[config.mk]
export PLATFORM = sky130hd
export DESIGN_NAME = uart_transmitter
export DESIGN_NICKNAME = d
export VERILOG_FILES = /design/src/rtl/uart_transmitter.sv
export SDC_FILE = /design/constraint.sdc
export NUM_CORES = 1
export LEC_CHECK = 0
export ABC_AREA = 1
export CAP_MARGIN = 15
export CELL_PAD_IN_SITES_DETAIL_PLACEMENT = 0
export CELL_PAD_IN_SITES_GLOBAL_PLACEMENT = 1
export CORE_MARGIN = 3
export CORE_UTILIZATION = 45
export CTS_CLUSTER_SIZE = 10
export DETAILED_ROUTE_END_ITERATION = 10
export PLACE_DENSITY_LB_ADDON = 0.25
export SETUP_SLACK_MARGIN = 0.15
export SLEW_MARGIN = 15
export SYNTH_ARGS = -nofsm -noshare
export SYNTH_HDL_FRONTEND = slang
export SYNTH_SLANG_ARGS = --single-unit
[constraint.sdc]
create_clock -name clk -period 4.5 [get_ports clk]
set_input_delay 0.9 -clock clk [delete_from_list [all_inputs] [get_ports clk]]
set_output_delay 0.9 -clock clk [all_outputs]
set_load 0.005 [all_outputs]
[src/rtl/uart_transmitter.sv]
// uart_transmitter: 8N1 LSB-first serial transmitter with a ready/valid byte input.
// Define UART_TX_PARITY_EN to insert an even-parity bit (8E1 frame).
module uart_transmitter #(
  parameter int CLOCK_FREQ = 125_000_000,
  parameter int BAUD_RATE  = 115_200
) (
  input  logic       clk,
  input  logic       rst_n,
  input  logic [7:0] data_in,
  input  logic       data_in_valid,
  output logic       data_in_ready,
  output logic       serial_out,
  output logic       tx_busy
);

  localparam int T  = CLOCK_FREQ / BAUD_RATE;
  localparam int CW = (T > 1) ? $clog2(T) : 1;
  localparam logic [CW-1:0] CNT_MAX = CW'(T - 1);

  typedef enum logic [2:0] {
    IDLE,
    START,
    DATA,
`ifdef UART_TX_PARITY_EN
    PARITY,
`endif
    STOP
  } state_t;

  state_t          state;
  logic [CW-1:0]   cnt;
  logic [2:0]      bit_idx;
  logic [7:0]      shift;
`ifdef UART_TX_PARITY_EN
  logic            par;
`endif

  logic bit_end;
  logic take;

  assign bit_end = (cnt == CNT_MAX);
  assign take    = data_in_valid && data_in_ready;
  assign tx_busy = !data_in_ready;

  // Frame sequencer: every output is registered and updated on bit edges.
  always_ff @(posedge clk or negedge rst_n) begin
    if (!rst_n) begin
      state         <= IDLE;
      cnt           <= '0;
      bit_idx       <= '0;
      shift         <= '0;
      serial_out    <= 1'b1;
      data_in_ready <= 1'b1;
`ifdef UART_TX_PARITY_EN
      par           <= 1'b0;
`endif
    end else begin
      unique case (state)
        IDLE: begin
          if (take) begin
            shift         <= data_in;
`ifdef UART_TX_PARITY_EN
            par           <= ^data_in;
`endif
            state         <= START;
            cnt           <= '0;
            bit_idx       <= '0;
            serial_out    <= 1'b0;
            data_in_ready <= 1'b0;
          end
        end
        START: begin
          if (bit_end) begin
            cnt        <= '0;
            state      <= DATA;
            serial_out <= shift[0];
          end else begin
            cnt <= cnt + 1'b1;
          end
        end
        DATA: begin
          if (bit_end) begin
            cnt     <= '0;
            shift   <= shift >> 1;
            bit_idx <= bit_idx + 3'd1;
            if (bit_idx == 3'd7) begin
`ifdef UART_TX_PARITY_EN
              state      <= PARITY;
              serial_out <= par;
`else
              state      <= STOP;
              serial_out <= 1'b1;
`endif
            end else begin
              serial_out <= shift[1];
            end
          end else begin
            cnt <= cnt + 1'b1;
          end
        end
`ifdef UART_TX_PARITY_EN
        PARITY: begin
          if (bit_end) begin
            cnt        <= '0;
            state      <= STOP;
            serial_out <= 1'b1;
          end else begin
            cnt <= cnt + 1'b1;
          end
        end
`endif
        STOP: begin
          if (bit_end) begin
            cnt           <= '0;
            state         <= IDLE;
            serial_out    <= 1'b1;
            data_in_ready <= 1'b1;
          end else begin
            cnt <= cnt + 1'b1;
          end
        end
        default: begin
          state         <= IDLE;
          cnt           <= '0;
          serial_out    <= 1'b1;
          data_in_ready <= 1'b1;
        end
      endcase
    end
  end

endmodule

* Yosys cells after proc, flatten, opt, wreduce, memory -nomap -nowiden
Index checks and enable logic that the tools add are counted.
** Word-level totals
- Register bits :: 27
- Word-level logic and storage cells :: 51
- Output and inout bits :: 3
- Input port bits :: 11
** Operators by class
- Add/subtract/negate cells :: 2
- Bitwise operators :: 1
- Equal/unequal tests :: 10
- Muxes and demuxes :: 22
- Reductions and logical operators :: 10
** Operator list (number)
- 2-to-1 mux 11 bit :: 2
- one-hot mux 11 bit (2 select lines) :: 1
- 2-to-1 mux 3 bit :: 7
- 2-to-1 mux 8 bit :: 2
- one-hot mux 8 bit (2 select lines) :: 1
- one-hot mux 3 bit (4 select lines) :: 1
- adder 11 x 1 -> 11 bit, second input constant :: 1
- equality test 11 bit, second input constant :: 1
- != test 2 bit, second input constant :: 5
- equality test 3 x 2 -> 1 bit, second input constant :: 2
- one-hot mux 3 bit (2 select lines) :: 1
- AND reduction 3 bit :: 2
- 2-to-1 mux 1 bit :: 5
- AND reduction 5 bit :: 1
- one-hot mux 1 bit (4 select lines) :: 1
- AND reduction 4 bit :: 1
- adder 3 x 1 -> 3 bit, second input constant :: 1
- equality test 3 x 1 -> 1 bit, second input constant :: 1
- equality test 3 bit, second input constant :: 1
- zero test 3 bit :: 1
- one-hot mux 1 bit (3 select lines) :: 1
- OR reduction 3 bit :: 1
- nonzero test 2 bit :: 1
- OR reduction 2 bit :: 1
- other kinds (3) :: 3

* Logic depth before layout (Yosys ltp)
Gate-level depths: netlist (run 1).
- Depth after elaboration :: 4
- Gate-level depth with buffers :: 10
- Depth with buffers taken out :: 10

* Least setup slack after synthesis (run 1)
No wires, ideal clock.
- Kind :: in2reg
- Start :: in data_in_valid
- End :: reg bit_idx[0]
- Required time :: 4.380 ns
- Cell stages on the path :: 7
- Arrival :: 1.521 ns
- Setup slack :: 2.859 ns
- Buffers on the path :: 0
- Library setup time :: 0.120 ns
- Path through :: nand2_1 -> nand2_1 -> inv_1 -> a21oi_4 -> nand2_4 -> nand2_2 -> o21ai_2
** On the way
- Cells in the longest elaborated chain, start to end :: 3
** RTL lines
- start, declared :: RTL line 10 : input logic data_in_valid,
- logical AND 1 bit :: RTL line 42 : assign take = data_in_valid && data_in_ready;
- != test 2 bit (no source line)
- AND reduction 3 bit (no source line)
- end signal, assigned :: RTL line 85 : bit_idx <= bit_idx + 3'd1;
- end, declared :: RTL line 32 : logic [2:0] bit_idx;
No other way between the ends.
A chain may end at the register's enable or synchronous reset.

* Worst setup path after layout (run 1)
- Start :: reg data_in_ready
- End :: out data_in_ready
** RTL lines
- start, declared :: RTL line 11 : output logic data_in_ready,
- start signal, assigned :: RTL line 53 : data_in_ready <= 1'b1;
- start signal, assigned :: RTL line 69 : data_in_ready <= 1'b0;
- start signal, assigned :: RTL line 117 : data_in_ready <= 1'b1;
No word-level cell between the ends.

==> impl_metrics.xml, run 1 <==
<?xml version="1.0" encoding="UTF-8"?>
<metrics>
  <group name="cts">
    <metric name="tritoncts" unit="">yes</metric>
    <metric name="clock_insertion_delay_at_the_later_pin_of_the_skew_report" unit="ps">330</metric>
    <metric name="h-tree-depth" unit="">1</metric>
    <metric name="cts_hold_repair.buffers" unit="">0</metric>
    <metric name="cts_root_buffer" unit="">sky130_fd_sc_hd__clkbuf_4</metric>
    <metric name="numClockSinks" unit="">26</metric>
    <metric name="cts_made_buffers" unit="">3</metric>
    <metric name="path_clk_slew" unit="ps">140</metric>
    <metric name="post_cts.repair.setup_buffers" unit="">0</metric>
    <metric name="cts_buffer_depth" unit="">2</metric>
    <metric name="cts.repair.resized" unit="">0</metric>
  </group>
  <group name="setup_path">
    <metric name="setup.worst_path.class" unit="">flop to primary output</metric>
    <metric name="path_max_fanout" unit="">4</metric>
    <metric name="timing.critical_path.required" unit="ps">3600</metric>
    <metric name="regToRegSetupSlack" unit="ps">2410</metric>
    <metric name="cpPeakStageDelay" unit="ps">580</metric>
    <metric name="cp-end-kind" unit="">primary output</metric>
    <metric name="worstPathBufferInverterCount" unit="">1</metric>
    <metric name="crit_path_top_delay_cell" unit="">sky130_fd_sc_hd__dfstp_2</metric>
    <metric name="critPathArrivalTime" unit="ps">1410</metric>
    <metric name="cells_along_the_critical_path" unit="">clkdlybuf4s50_1</metric>
    <metric name="crit_path_launch_type" unit="">flop</metric>
    <metric name="family_with_the_most_delay_on_the_worst_path" unit="">flip-flops</metric>
  </group>
  <group name="layout">
    <metric name="postLayoutCoreUtil" unit="%">54.9</metric>
    <metric name="design_area" unit="um2">1730</metric>
    <metric name="register_area" unit="um2">653</metric>
    <metric name="finalNetCount" unit="">231</metric>
    <metric name="area_delta_synth_final" unit="%">12.6</metric>
    <metric name="layout-drive-gt1-share" unit="%">9.52</metric>
    <metric name="fill_count" unit="">320</metric>
    <metric name="diodes_inserted" unit="">0</metric>
    <metric name="area_taken_by_multi_input_logic_gates" unit="um2">773</metric>
  </group>
  <group name="yosys">
    <metric name="syn-num-nets" unit="">215</metric>
    <metric name="synth_top_cells_by_area" unit="">sky130_fd_sc_hd__dfrtp_1 39%, sky130_fd_sc_hd__nand2_1 18%, sky130_fd_sc_hd__ha_1 7.3%</metric>
    <metric name="yosysTopAreaCell" unit="">sky130_fd_sc_hd__dfrtp_1</metric>
    <metric name="avgSynthCellArea" unit="um2">7.88</metric>
    <metric name="netlist_area" unit="um2">1540</metric>
    <metric name="syn_inst" unit="">195</metric>
    <metric name="synth.ff_latch_count" unit="">26</metric>
    <metric name="synth.top_cell.area_share" unit="%">39.1</metric>
    <metric name="synth.lib_cells_used.distinct" unit="">25</metric>
    <metric name="ys_warn_count" unit="">0</metric>
    <metric name="synth.yosys.seq_area_share" unit="%">42.5</metric>
  </group>
  <group name="timing">
    <metric name="worst_slew_margin_rel" unit="%">62.6</metric>
    <metric name="fin_tns_setup" unit="ps">0</metric>
    <metric name="grt_setup_unrepaired" unit="">no</metric>
    <metric name="finalHoldViolCount" unit="">0</metric>
    <metric name="fin_worst_hold_slack" unit="ps">480</metric>
    <metric name="finalSetupViolCount" unit="">0</metric>
    <metric name="post-route-period-util" unit="%">51.3</metric>
    <metric name="final_max_slew_viol_count" unit="">0</metric>
    <metric name="worst-slew-pin-transition" unit="ps">560</metric>
    <metric name="final_critical_path_setup_slack" unit="ps">2190</metric>
    <metric name="timing.fmax" unit="GHz">0.434</metric>
    <metric name="clock-skew-final" unit="ps">4.94</metric>
    <metric name="min_period" unit="ps">2310</metric>
  </group>
  <group name="floorplanning">
    <metric name="die_area" unit="um2">4150</metric>
    <metric name="core-area" unit="um2">3150</metric>
    <metric name="initial_core_utilization" unit="%">48.7</metric>
    <metric name="chipHeight" unit="um">64.4</metric>
    <metric name="design.portCount" unit="">14</metric>
    <metric name="die_w" unit="um">64.4</metric>
    <metric name="fp-row-count" unit="">20</metric>
  </group>
  <group name="global_routing">
    <metric name="antenna_found_initial" unit="">0</metric>
    <metric name="grt_first_pass_wirelength" unit="um">5530</metric>
    <metric name="grt_remaining_overflow" unit="">0</metric>
    <metric name="maximum_number_of_pins_on_one_net_before_global_route_repair" unit="">24</metric>
    <metric name="first_global_vias" unit="">1219</metric>
    <metric name="grt_use_total" unit="%">16.9</metric>
  </group>
  <group name="drt">
    <metric name="dr.first_iter.drc_count" unit="">61</metric>
    <metric name="routed_wire_length_per_instance" unit="um">11.8</metric>
    <metric name="drcViolationCount" unit="">0</metric>
    <metric name="vias_per_cell" unit="">4.97</metric>
    <metric name="number_of_detailed_route_iterations_in_the_first_pass" unit="">4</metric>
    <metric name="total_wire_length_after_detailed_routing" unit="um">3000</metric>
    <metric name="final_antenna_net_count" unit="">0</metric>
    <metric name="route.vias.total" unit="">1263</metric>
  </group>
  <group name="placement">
    <metric name="hpwl" unit="um">2220</metric>
    <metric name="place.port_buffers" unit="">13</metric>
    <metric name="pre_cts_slack" unit="ps">1860</metric>
    <metric name="routabilityCongestion" unit="">0.829</metric>
    <metric name="dpl-instance-area" unit="um2">1710</metric>
  </group>
  <group name="hold_path">
    <metric name="hp-class" unit="">flop to flop</metric>
  </group>
  <group name="power_and_ir_drop">
    <metric name="pwr-share-comb" unit="%">4.4</metric>
    <metric name="power_frac_seq" unit="%">65.3</metric>
    <metric name="power-per-cell-area" unit="nW/um2">207</metric>
    <metric name="cellLeakagePower" unit="uW">0.000915</metric>
    <metric name="worst_ir_drop_vdd" unit="V">0.000142</metric>
    <metric name="cell_internal_power" unit="uW">277</metric>
    <metric name="sw_frac_of_total" unit="%">22.5</metric>
    <metric name="power_switching" unit="uW">80.5</metric>
    <metric name="power.clock.fraction" unit="%">30.3</metric>
  </group>
  <group name="job">
    <metric name="max-cap-violations" unit="">0</metric>
  </group>
  <group name="status">
    <metric name="status" unit="">finished clean</metric>
  </group>
</metrics>
-- per-layer routing --
| layer | wire, um | global-route usage [%] | vias to the layer above |
|---|---|---|---|
| li1 | - | - | 647 |
| met1 | 1510 | 23.3 | 582 |
| met2 | 1310 | 25.9 | 27 |
| met3 | 113 | 3.12 | 7 |
| met4 | 69 | 7.12 | 0 |
| met5 | 0 | 0 | - |
-- cell families after synthesis --
family          synth area share (%)
simple gates                    31.1
compound gates                  10.7
buf+inv                         7.17
flops                           42.5
fa+ha+maj                       7.33
xor+xnor                        1.14
-- cell type report --
class / instances / share of cell area [%]
tap: 44 / 3.18
clock buffer: 4 / 1.52
inverter: 24 / 5.21
sequential: 26 / 37.7
timing repair buffer: 14 / 7.66
multi-input combinational: 142 / 44.7
-- worst paths after layout --
path / startpoint / to / cells past startpoint
worst min-delay path: serial_out / serial_out / 2
min in group asynchronous: rst_n / cnt[10] / 1
worst max register to register: state[0] / bit_idx[1] / 8
worst max-delay path: data_in_ready / data_in_ready / 1
max in group asynchronous: rst_n / shift[3] / 2
worst min register to register: serial_out / serial_out / 2
-- cell usage after synthesis --
| master | number |
|---|---|
| sky130_fd_sc_hd__a211oi_1 | 1 |
| sky130_fd_sc_hd__a21oi_1 | 5 |
| sky130_fd_sc_hd__a21oi_4 | 1 |
| sky130_fd_sc_hd__buf_2 | 1 |
| sky130_fd_sc_hd__buf_6 | 1 |
| sky130_fd_sc_hd__clkbuf_1 | 1 |
| sky130_fd_sc_hd__dfrtp_1 | 24 |
| sky130_fd_sc_hd__dfstp_2 | 2 |
| sky130_fd_sc_hd__ha_1 | 9 |
| sky130_fd_sc_hd__inv_1 | 24 |
| sky130_fd_sc_hd__nand2_1 | 75 |
| sky130_fd_sc_hd__nand2_2 | 3 |
| sky130_fd_sc_hd__nand2_4 | 2 |
| sky130_fd_sc_hd__nand3_1 | 6 |
| sky130_fd_sc_hd__nand3_4 | 1 |
| sky130_fd_sc_hd__nand4_1 | 4 |
| sky130_fd_sc_hd__nor2_1 | 8 |
| sky130_fd_sc_hd__nor2_2 | 2 |
| sky130_fd_sc_hd__nor2_8 | 2 |
| sky130_fd_sc_hd__o21ai_0 | 15 |
| sky130_fd_sc_hd__o21ai_1 | 1 |
| sky130_fd_sc_hd__o21ai_2 | 2 |
| sky130_fd_sc_hd__o22ai_1 | 3 |
| sky130_fd_sc_hd__xnor2_1 | 1 |
| sky130_fd_sc_hd__xor2_1 | 1 |
-- power groups by stage --
stage | Combinational, uW | Sequential [uW] | Clock [uW]
2_1_floorplan | 2.45 | 238 | 0
3_3_place_gp | 16.5 | 238 | 0
3_5_place_dp | 16.8 | 238 | 0
4_1_cts | 16.8 | 234 | 111
5_1_grt | 18.0 | 234 | 119
6_report | 15.7 | 234 | 108
-- sequential cells by signal, summed over array words and instances, names as in the netlist --
signal         count
shift              8
bit_idx            3
serial_out         1
data_in_ready      1
cnt               11
state              2
-- stage by stage --
stage | cells | total power, uW
6_report | 254 | 358
3_5_place_dp | 250 | 255
5_1_grt | 254 | 371
4_1_cts | 254 | 362
3_3_place_gp | 250 | 255
2_1_floorplan | 195 | 241
-- worst min-delay path: stages (launching register included) --
cell and delay, ps:
sky130_fd_sc_hd__dfstp_2 390, sky130_fd_sc_hd__nand2_1 50, sky130_fd_sc_hd__o21ai_1 50
-- cells in the final DEF, fill, tap and decap left out --
cell type,count
sky130_fd_sc_hd__nand2_1,75
sky130_fd_sc_hd__inv_1,24
sky130_fd_sc_hd__dfrtp_1,24
sky130_fd_sc_hd__o21ai_0,15
sky130_fd_sc_hd__clkdlybuf4s50_1,12
sky130_fd_sc_hd__ha_1,9
sky130_fd_sc_hd__nor2_1,8
sky130_fd_sc_hd__nand3_1,6
sky130_fd_sc_hd__a21oi_1,5
sky130_fd_sc_hd__nand4_1,4
sky130_fd_sc_hd__nand2_2,3
sky130_fd_sc_hd__o22ai_1,3
sky130_fd_sc_hd__clkbuf_4,3
sky130_fd_sc_hd__nand2_4,2
sky130_fd_sc_hd__nor2_8,2
sky130_fd_sc_hd__nor2_2,2
sky130_fd_sc_hd__o21ai_2,2
sky130_fd_sc_hd__dfstp_2,2
sky130_fd_sc_hd__nand3_4,1
sky130_fd_sc_hd__a21oi_4,1
sky130_fd_sc_hd__a211oi_1,1
sky130_fd_sc_hd__o21ai_1,1
sky130_fd_sc_hd__xor2_1,1
sky130_fd_sc_hd__xnor2_1,1
sky130_fd_sc_hd__clkbuf_1,1
sky130_fd_sc_hd__buf_2,1
sky130_fd_sc_hd__buf_4,1
Power figures use the tool's default switching activity.
==> run 2: changes to the inputs <==
--- a/config.mk
+++ b/config.mk
@@ -10,7 +10,7 @@
 export CELL_PAD_IN_SITES_DETAIL_PLACEMENT = 0
 export CELL_PAD_IN_SITES_GLOBAL_PLACEMENT = 1
 export CORE_MARGIN = 3
-export CORE_UTILIZATION = 45
+export CORE_UTILIZATION = 42
 export CTS_CLUSTER_SIZE = 10
 export DETAILED_ROUTE_END_ITERATION = 10
 export PLACE_DENSITY_LB_ADDON = 0.25
==> constraint.sdc (replaced) <==
create_clock -name clk -period 2.33 [get_ports clk]
set_input_delay 0.466 -clock clk [delete_from_list [all_inputs] [get_ports clk]]
set_output_delay 0.466 -clock clk [all_outputs]
set_load 0.005 [all_outputs]
==> run 2 against run 1 <==
  * Via count shrank 0.71%
  * Routed wire length grew 0.57%
  * Highest routed layer unchanged
  * Largest power group unchanged
  * Non-clock buffer count up 1
  * Global-route usage is 1.0 points lower
  * Sequential power is 93% higher
  * Final cell count rose by 1.2%
  * Sequential share of layout area is 1.3 points lower
  * Worst hold slack lost 2.6 ps
  * Worst setup slack got worse by 1700 ps
==> impl_metrics.xml, run 2 (synthesis gave the netlist of run 1 again) <==
<?xml version="1.0" encoding="UTF-8"?>
<metrics>
  <group name="power_and_ir_drop">
    <metric name="power-per-cell-area" unit="nW/um2">483</metric>
    <metric name="worst_ir_drop_vdd" unit="V">0.000228</metric>
    <metric name="cellLeakagePower" unit="uW">0.000941</metric>
  </group>
  <group name="global_routing">
    <metric name="maximum_number_of_pins_on_one_net_before_global_route_repair" unit="">27</metric>
    <metric name="antenna_found_initial" unit="">0</metric>
    <metric name="grt_most_used_layer" unit="">met2</metric>
    <metric name="grt_remaining_overflow" unit="">0</metric>
    <metric name="first_global_vias" unit="">1210</metric>
    <metric name="gr_util_met3" unit="%">1.69</metric>
    <metric name="grt_use_total" unit="%">15.9</metric>
    <metric name="met2_routing_resource_usage_after_global_routing" unit="%">25.7</metric>
    <metric name="grt_use_met1" unit="%">22.0</metric>
    <metric name="grt_first_pass_wirelength" unit="um">5430</metric>
  </group>
  <group name="layout">
    <metric name="diodes_inserted" unit="">0</metric>
    <metric name="fill_count" unit="">352</metric>
    <metric name="design_area" unit="um2">1790</metric>
    <metric name="largest-register" unit="">cnt</metric>
    <metric name="largest_register_ffs" unit="">11</metric>
    <metric name="stdcell_count" unit="">257</metric>
    <metric name="finalNetCount" unit="">232</metric>
    <metric name="most_common_cell_after_layout_fill_and_taps_aside" unit="">sky130_fd_sc_hd__nand2_1</metric>
    <metric name="area_delta_synth_final" unit="%">16.5</metric>
    <metric name="final_cell_mix" unit="">75 x sky130_fd_sc_hd__nand2_1, 24 x sky130_fd_sc_hd__inv_1, 24 x sky130_fd_sc_hd__dfrtp_1</metric>
    <metric name="layout-drive-gt1-share" unit="%">9.95</metric>
    <metric name="reg.largest.list" unit="">cnt (11), shift (8), bit_idx (3)</metric>
  </group>
  <group name="floorplanning">
    <metric name="die_w" unit="um">66.5</metric>
    <metric name="core-area" unit="um2">3440</metric>
    <metric name="die_area" unit="um2">4420</metric>
    <metric name="initial_core_utilization" unit="%">44.6</metric>
    <metric name="design.portCount" unit="">14</metric>
    <metric name="chipHeight" unit="um">66.5</metric>
    <metric name="fp-row-count" unit="">21</metric>
  </group>
  <group name="drt">
    <metric name="final_antenna_net_count" unit="">0</metric>
    <metric name="drcViolationCount" unit="">0</metric>
    <metric name="vias_per_cell" unit="">4.88</metric>
    <metric name="routed_wire_length_per_instance" unit="um">11.8</metric>
    <metric name="total_wire_length_after_detailed_routing" unit="um">3020</metric>
    <metric name="dr.first_iter.drc_count" unit="">87</metric>
    <metric name="number_of_detailed_route_iterations_in_the_first_pass" unit="">4</metric>
    <metric name="route.vias.total" unit="">1254</metric>
  </group>
  <group name="placement">
    <metric name="place.port_buffers" unit="">13</metric>
    <metric name="pre_cts_slack" unit="ps">494</metric>
    <metric name="dpl-instance-area" unit="um2">1720</metric>
    <metric name="routabilityCongestion" unit="">0.744</metric>
    <metric name="hpwl" unit="um">2320</metric>
    <metric name="place.detailed.instances" unit="">253</metric>
  </group>
  <group name="cts">
    <metric name="numClockSinks" unit="">26</metric>
    <metric name="cts_made_buffers" unit="">3</metric>
    <metric name="clock_insertion_delay_at_the_later_pin_of_the_skew_report" unit="ps">280</metric>
    <metric name="cts.repair.resized" unit="">0</metric>
    <metric name="path_clk_slew" unit="ps">100</metric>
    <metric name="post_cts.repair.setup_buffers" unit="">0</metric>
    <metric name="cts_buffer_depth" unit="">2</metric>
    <metric name="cts_root_buffer" unit="">sky130_fd_sc_hd__clkbuf_8</metric>
    <metric name="h-tree-depth" unit="">1</metric>
    <metric name="tritoncts" unit="">yes</metric>
    <metric name="cts_hold_repair.buffers" unit="">0</metric>
  </group>
  <group name="timing">
    <metric name="timing.fmax" unit="GHz">0.543</metric>
    <metric name="fin_tns_setup" unit="ps">0</metric>
    <metric name="clock-skew-final" unit="ps">6.96</metric>
    <metric name="final_max_slew_viol_count" unit="">0</metric>
    <metric name="grt_setup_unrepaired" unit="">no</metric>
    <metric name="worst-slew-pin-transition" unit="ps">545</metric>
    <metric name="finalSetupViolCount" unit="">0</metric>
    <metric name="finalHoldViolCount" unit="">0</metric>
    <metric name="min_period" unit="ps">1840</metric>
    <metric name="worst_slew_margin_rel" unit="%">63.7</metric>
    <metric name="post-route-period-util" unit="%">79.0</metric>
    <metric name="final_critical_path_setup_slack" unit="ps">490</metric>
  </group>
  <group name="setup_path">
    <metric name="cells_along_the_critical_path" unit="">inv_1, ha_1, inv_1, a21oi_1, a211oi_1, o21ai_1</metric>
    <metric name="critPathArrivalTime" unit="ps">2050</metric>
    <metric name="path_max_fanout" unit="">13</metric>
    <metric name="setup.worst_path.class" unit="">flop to flop</metric>
    <metric name="cell_occurring_most_often_along_the_worst_timing_path" unit="">sky130_fd_sc_hd__inv_1</metric>
    <metric name="crit_path_top_delay_cell" unit="">sky130_fd_sc_hd__ha_1</metric>
    <metric name="cpPeakStageDelay" unit="ps">510</metric>
    <metric name="worstPathBufferInverterCount" unit="">2</metric>
    <metric name="cp-end-kind" unit="">flop</metric>
    <metric name="timing.critical_path.required" unit="ps">2540</metric>
    <metric name="family_with_the_most_delay_on_the_worst_path" unit="">adder cells</metric>
    <metric name="crit_path_launch_type" unit="">flop</metric>
  </group>
  <group name="status">
    <metric name="status" unit="">finished clean</metric>
  </group>
  <group name="hold_path">
    <metric name="hp-class" unit="">flop to flop</metric>
  </group>
  <group name="job">
    <metric name="max-cap-violations" unit="">0</metric>
  </group>
</metrics>
## run 2: changes by cell type in the layout (fill, tap and decap cells not counted)
cell and change:
sky130_fd_sc_hd__clkdlybuf4s50_1 +1, sky130_fd_sc_hd__clkbuf_1 -1, sky130_fd_sc_hd__clkbuf_4 -3, sky130_fd_sc_hd__bufinv_16 +1, sky130_fd_sc_hd__buf_4 +1, sky130_fd_sc_hd__buf_2 -1, sky130_fd_sc_hd__clkbuf_8 +3
## run 2: area by class of cell
type / instances / area [um2] / share of cell area [%]
timing repair buffer: 15 / 145 / 8.11
tap: 46 / 57.6 / 3.21
multi-input combinational: 142 / 773 / 43.2
clock buffer: 3 / 41.3 / 2.31
clock inverter: 1 / 30.0 / 1.68
sequential: 26 / 653 / 36.5
inverter: 24 / 90.1 / 5.03
## run 2: per-stage QoR
| step | total power [uW] | hold slack (ps) | utilization [%] |
|---|---|---|---|
| 2_1_floorplan | 465 | 170 | - |
| 3_3_place_gp | 492 | 459 | 49.9 |
| 3_5_place_dp | 492 | 459 | 49.9 |
| 4_1_cts | 877 | 479 | 52.0 |
| 5_1_grt | 895 | 495 | 52.0 |
| 6_report | 864 | 478 | 52.0 |
## run 2: worst paths after layout
check,from,to,slack [ps],depth (start not counted)
setup / recovery,state[0],serial_out,490,6
hold reg to reg,serial_out,serial_out,480,2
hold / removal,serial_out,serial_out,480,2
max in group asynchronous,rst_n,data_in_ready,1470,2
setup reg to reg,state[0],serial_out,490,6
min in group asynchronous,rst_n,state[0],560,2
## run 2: report_power, final
group / internal (uW) / switching [uW]
combinational: 17.9 / 13.8
sequential: 451 / 0
clock: 230 / 152
## run 2: per-layer routing
layer | part of all wire (%) | vias to the layer above
met5 | 0 | -
met4 | 1.2 | 0
met2 | 48 | 14
li1 | - | 644
met3 | 2.5 | 3
met1 | 49 | 593
## run 2: worst register-to-register path: stages, from the launching register on
cell and delay [ps]:
sky130_fd_sc_hd__dfrtp_1 440, sky130_fd_sc_hd__inv_1 110, sky130_fd_sc_hd__ha_1 510, sky130_fd_sc_hd__inv_1 310, sky130_fd_sc_hd__a21oi_1 200, sky130_fd_sc_hd__a211oi_1 70
sky130_fd_sc_hd__o21ai_1 150
